===== src/rtl/pipe_stage_skid.sv =====
// Pipeline-stage register with valid/ready handshake, 2-entry skid buffer,
// synchronous flush and a saturating stall counter. Empty or flushed stages
// present an all-zero bubble on out_data.
module pipe_stage_skid #(
    parameter int unsigned PAYLOAD_W = 153,
    parameter int unsigned CNT_W     = 16
) (
    input  logic                 clk,
    input  logic                 reset,
    input  logic                 flush,
    input  logic                 in_valid,
    output logic                 in_ready,
    input  logic [PAYLOAD_W-1:0] in_data,
    output logic                 out_valid,
    input  logic                 out_ready,
    output logic [PAYLOAD_W-1:0] out_data,
    output logic [CNT_W-1:0]     stall_cnt
);

    localparam logic [1:0] ST_EMPTY = 2'd0;
    localparam logic [1:0] ST_ONE   = 2'd1;
    localparam logic [1:0] ST_TWO   = 2'd2;

    localparam logic [CNT_W-1:0] CNT_MAX = {CNT_W{1'b1}};

    logic [1:0]           state_q,     state_d;
    logic [PAYLOAD_W-1:0] main_q,      main_d;
    logic [PAYLOAD_W-1:0] skid_q,      skid_d;
    logic [CNT_W-1:0]     cnt_q,       cnt_d;
    logic                 in_ready_q,  in_ready_d;
    logic                 out_valid_q, out_valid_d;
    logic                 in_fire;
    logic                 out_fire;

    // State, storage and registered handshake outputs
    always_ff @(posedge clk or negedge reset) begin
        if (!reset) begin
            state_q     <= ST_EMPTY;
            main_q      <= '0;
            skid_q      <= '0;
            cnt_q       <= '0;
            in_ready_q  <= 1'b1;
            out_valid_q <= 1'b0;
        end else begin
            state_q     <= state_d;
            main_q      <= main_d;
            skid_q      <= skid_d;
            cnt_q       <= cnt_d;
            in_ready_q  <= in_ready_d;
            out_valid_q <= out_valid_d;
        end
    end

    // Next-state, data movement, flush override and stall counting
    always_comb begin
        state_d  = state_q;
        main_d   = main_q;
        skid_d   = skid_q;
        cnt_d    = cnt_q;
        in_fire  = in_valid & in_ready_q;
        out_fire = out_valid_q & out_ready;

        case (state_q)
            ST_EMPTY: begin
                if (in_fire) begin
                    state_d = ST_ONE;
                    main_d  = in_data;
                end
            end
            ST_ONE: begin
                if (in_fire && out_fire) begin
                    main_d = in_data;
                end else if (in_fire) begin
                    state_d = ST_TWO;
                    skid_d  = in_data;
                end else if (out_fire) begin
                    state_d = ST_EMPTY;
                    main_d  = '0;
                end
            end
            ST_TWO: begin
                // in_ready is low here, so in_data is ignored; skid is the older entry
                if (out_fire) begin
                    state_d = ST_ONE;
                    main_d  = skid_q;
                    skid_d  = '0;
                end
            end
            default: begin
                state_d = ST_EMPTY;
                main_d  = '0;
                skid_d  = '0;
            end
        endcase

        // Flush drops contents and any handshake completing this cycle
        if (flush) begin
            state_d = ST_EMPTY;
            main_d  = '0;
            skid_d  = '0;
        end

        if (out_valid_q && !out_ready && !flush && (cnt_q != CNT_MAX)) begin
            cnt_d = cnt_q + CNT_W'(1);
        end

        out_valid_d = (state_d != ST_EMPTY);
        in_ready_d  = (state_d != ST_TWO);
    end

    assign in_ready  = in_ready_q;
    assign out_valid = out_valid_q;
    assign out_data  = main_q;
    assign stall_cnt = cnt_q;

endmodule


===== config.mk =====
export PLATFORM = sky130hd
export DESIGN_NAME = pipe_stage_skid
export DESIGN_NICKNAME = d
export VERILOG_FILES = /design/src/rtl/pipe_stage_skid.sv
export SDC_FILE = /design/constraint.sdc
export NUM_CORES = 1
export LEC_CHECK = 0
export CORE_MARGIN = 5
export CORE_UTILIZATION = 35
export CTS_BUF_LIST = sky130_fd_sc_hd__clkbuf_8
export DETAILED_ROUTE_END_ITERATION = 10
export PLACE_DENSITY_LB_ADDON = 0.2
export REMOVE_ABC_BUFFERS = 1
export SLEW_MARGIN = 20
export SYNTH_ARGS = -nofsm -noshare
export SYNTH_HDL_FRONTEND = slang
export SYNTH_SLANG_ARGS = --single-unit

===== constraint.sdc =====
create_clock -name clk -period 1.7 [get_ports clk]
set_input_delay 0.34 -clock clk [delete_from_list [all_inputs] [get_ports clk]]
set_output_delay 0.34 -clock clk [all_outputs]
set_load 0.005 [all_outputs]

==> summary by stage <==
Status
The flow ran to the end, but the final reports show violations. The final reports fail on negative setup slack.

Critical path
The nature of the critical path endpoint is a register. The endpoint of the worst register-to-register path is out_data[59]$_DFFE_PN0P_. The flop-to-flop setup slack is -0.14 ns. Along the worst path, the maximum fanout reaches 6.

At the worst endpoint, the required time is 2.26 ns. The critical-path cell with the highest stage delay is sky130_fd_sc_hd__dfrtp_4. The arrival time reported for the critical path endpoint is 2.40 ns. The worst setup path is launched from a register.

The classification of the worst setup path is reg2reg. The launching point of the worst reg2reg path is state_q[0]$_DFF_PN0_. The number of cells on the worst reg-to-reg path is 8. In this design, the stage delay of the slowest critical-path cell is 0.54 ns. The cell seen most often among critical-path stages is sky130_fd_sc_hd__buf_12. Traced cell by cell, the critical path runs through xor2_4 > a32oi_1 > or2_4 > buf_12 > buf_12 > buf_12 > buf_16 > o2bb2ai_2.

Finish
The fraction of final layout cells with drive strength greater than 1 is 0.210. The number of inserted filler cells in the final layout is 3875. The number of diodes added for antenna fixing is 0. In the layout the commonest cells are 317 x sky130_fd_sc_hd__dfrtp_1, 250 x sky130_fd_sc_hd__mux2i_1, 180 x sky130_fd_sc_hd__inv_1.

Summing all non-filler instances in the final layout gives an area of 24100 sq um. The net count of the finished layout is 2143. The most common cell after layout, fill and taps aside is sky130_fd_sc_hd__dfrtp_1. The final core area utilization is 0.547. The relative area change from synthesis to final layout is 55.0%.

For this run, the number of standard cells in the final layout without fillers is 2615.

Timing
The total count of hold-check failures in the final report came to 0. The setup-violating endpoint count in the final report is 264. In this run the tightest slew margin relative to its limit is 0.692. The final critical delay including setup and external delays is 1.84 ns. The post-layout worst setup margin is -0.141 ns.

In the finished design, the share of the clock period the worst path needs comes to 1.08. The minimum hold slack is 0.223 ns. The slew at the pin closest to its max-slew limit is 0.462 ns. For this run, the top clock speed supported by timing is 543 MHz. The number of max-slew violations in the final report is 0. Across the routed clock network, the largest skew measured is 0.0150 ns. Setup repair after global routing could not meet its margin everywhere.

Route
After detailed routing, the number of remaining DRC violations is 0. The final wirelength is 57900 microns. The residual antenna-violating net count after detailed routing is 0.

In the routed layout, each cell is associated on average with a via count of 5.13. The vias after detailed routing is 13400. The detailed router finished its first iteration with 851 violations.

Dividing the detail-routed wire length by the instance count gives 22.1 microns. The first TritonRoute pass finished after 5 iterations.

Power and ir drop
In this run the static leakage power is 0.0111 uW. The sum of internal, switching and leakage power is 23800 uW. For this design the ratio of total power to cell area is 988 nW/um^2. The share of total power in the clock network is 0.297.

The share of total power dissipated in sequential elements is 0.383. The maximum resistive drop on vdd is 544 uV. Of the total power, the share spent switching nets is 0.319. The net switching power figure is 7600 uW. The combinational power share is 0.320. The internal power of the cells totals 16200 uW.

Synth
The number of enable flip-flop cells after synthesis is 0. The cell area that synthesis handed to floorplanning was 15600 sq um. Of the total synthesized cell area, the portion taken by AND, OR, NAND and NOR gates is 0.0833.

The total of flip-flops plus latches after synthesis is 326. The sequential-to-total area share from yosys stat is 0.525. The synthesized-area fraction occupied by ao, oa, aoi and oai cells was 0.150.

The adder-cell share of the synthesized area is 0.000804. Dividing the synthesized area by the synthesized cell count gives 10.5 sq um. The share of synthesized registers carrying an async set or reset is 1.00.

Of the total synthesized cell area, the portion taken by XOR and XNOR cells is 0.00732. The dominant combinational cell family by area after synthesis is multiplexers. The count of synthesis-stage warnings from yosys is 0. In this run, distinct cell masters in the synthesized netlist total 44. The cell count after synthesis came out at 1486. For this run, the leading register cell type out of synthesis is sky130_fd_sc_hd__dfrtp_1. The multiplexer fraction of the synthesized cell area is 0.164.

Global routing
The first global-routing pass estimated 83300 microns of wire. The number of antenna violations at the first check in global routing came to 1. The via count of the first global-routing pass is 14100.

Entering global routing, the biggest net connects 54 pins. Summed over all layers, the global routing overflow is 0. Across every metal layer, demand over resource in global routing totals 0.213.

Floorplanning
The placeable core area is 44100 sq um. The number of rows in the core area is 77. The total die area is 48800 sq um. The floorplan step set the die width to 221 microns. Measured along the y axis, the die boundary spans 221 microns.

For this configuration, the core starts out at a cell density of 0.353. During I/O placement, the number of pins put on the boundary was 329.

Placement
The total instance count after detailed placement is 2384. Port buffering added 328 buffers. The post-DP HPWL is 30500 microns. At the end of routability-driven placement, the weighted congestion stood at 0.786.

The placed instances occupy a cell area of 20200 sq um.

Flow run
The number of maximum-capacitance constraint violations is 0.

Clock network
The cell sitting at the root of the clock tree is a sky130_fd_sc_hd__clkbuf_8. TritonCTS built the clock tree. The TritonCTS sink count is 326. The post-CTS clock slew at the launch and capture registers of the worst setup and hold paths is 0.06 ns. The clock latency at the later pin of the worst-skew pair is 0.64 ns.

The clock passes through at most 3 buffers. The clock buffer count from CTS is 58. The number of levels in the clock H-tree is 2.

Worst hold path
The class of the worst hold path is in2async.
## kinds of logic (layout without fill, tap and decap cells)
group	Yosys count	count (layout)
flops	326	326
fa+ha+maj	1	1
xor+xnor	13	13
compound gates	317	317
mux	254	254
simple gates	308	308
buf+inv	267	804
## critical path: cells and delay by family, from the launching register on
kind	cells	cell delay (ns)
flip-flops	1	0.54
AND/OR/NAND/NOR	1	0.28
XOR/XNOR	1	0.20
buffers and inverters	4	0.56
AO/OA/AOI/OAI	2	0.18
## per-layer routing
metal  share of wire  vias up  track usage
li1                -     6154            -
met1            0.44     6798        0.286
met5         0.00019        -            0
met2            0.48      380        0.348
met4           0.022        2       0.0592
met3           0.057       81       0.0482
## stage by stage
stage	setup WS (ns)	setup TNS, ns
after floorplan	-12.17	-2666.18
after global placement	-0.361	-88.78
after detailed placement	-0.398	-99.06
after CTS	-0.137	-9.72
after global routing	-0.184	-33.94
final	-0.141	-22.01
## what timing repair did
item | CTS | global route
gates cloned | 24 | 30
endpoints found under the setup margin | 307 | 334
gates resized for setup | 402 | 90
hold buffers | 1 | 0
pin swaps | 10 | 13
buffers inserted | 71 | 8
hold endpoints to repair | 247 | 0
## synthesized netlist by cell type (2+ instances only)
library cell	number	area (sq um)
sky130_fd_sc_hd__dfrtp_1	325	8130
sky130_fd_sc_hd__nand2b_1	2	12.5
sky130_fd_sc_hd__nor2_1	106	398
sky130_fd_sc_hd__buf_1	9	33.8
sky130_fd_sc_hd__xnor2_1	3	26.3
sky130_fd_sc_hd__nor3_1	4	20.0
sky130_fd_sc_hd__clkbuf_1	48	180
sky130_fd_sc_hd__buf_4	10	75.1
sky130_fd_sc_hd__a22oi_1	57	428
sky130_fd_sc_hd__nor4b_2	2	30.0
sky130_fd_sc_hd__buf_2	45	225
sky130_fd_sc_hd__nand2_1	165	619
sky130_fd_sc_hd__nor4_1	2	12.5
sky130_fd_sc_hd__nand3_1	6	30.0
sky130_fd_sc_hd__mux2i_1	251	2510
sky130_fd_sc_hd__inv_1	155	582
sky130_fd_sc_hd__o2bb2ai_1	153	1340
sky130_fd_sc_hd__nand4_1	6	37.5
sky130_fd_sc_hd__a21oi_1	99	495
sky130_fd_sc_hd__nor2_2	4	25.0
sky130_fd_sc_hd__xor2_1	10	87.6
sky130_fd_sc_hd__and3_1	2	12.5
## registers in the layout, summed over array words and instances, names as in the netlist
name and flops:
stall_cnt 16, out_data 153, in_ready 1, out_valid 1, skid_q 153, state_q 2
## layout make-up
cell class | count | area, sq um | area share
Inverter | 155 | 582 | 0.0241
Sequential cell | 326 | 8170 | 0.339
Timing Repair Buffer | 550 | 6560 | 0.272
Multi-Input combinational cell | 893 | 6970 | 0.289
Tap cell | 592 | 741 | 0.0307
Clock inverter | 31 | 151 | 0.00628
Clock buffer | 68 | 936 | 0.0388
## power by group through the flow
stage	clock (uW)	sequential [uW]	combinational (uW)
after CTS	7320	9080	6730
final	7070	9120	7630
after detailed placement	0	9200	5660
after global placement	0	9210	5590
after global routing	7670	9220	8120
after floorplan	0	9320	2750
## worst max-delay path by stage
stage,from,end,slack [ns]
after floorplan,state_q[1]$_DFF_PN0_,skid_q[0]$_DFFE_PN0P_,-12.17
after global placement,in_valid,out_data[113]$_DFFE_PN0P_,-0.36
after detailed placement,in_valid,out_data[42]$_DFFE_PN0P_,-0.40
after CTS,state_q[0]$_DFF_PN0_,skid_q[132]$_DFFE_PN0P_,-0.14
after global routing,state_q[0]$_DFF_PN0_,out_data[22]$_DFFE_PN0P_,-0.18
final,state_q[0]$_DFF_PN0_,out_data[59]$_DFFE_PN0P_,-0.14
(Power assumes the default switching activity.)
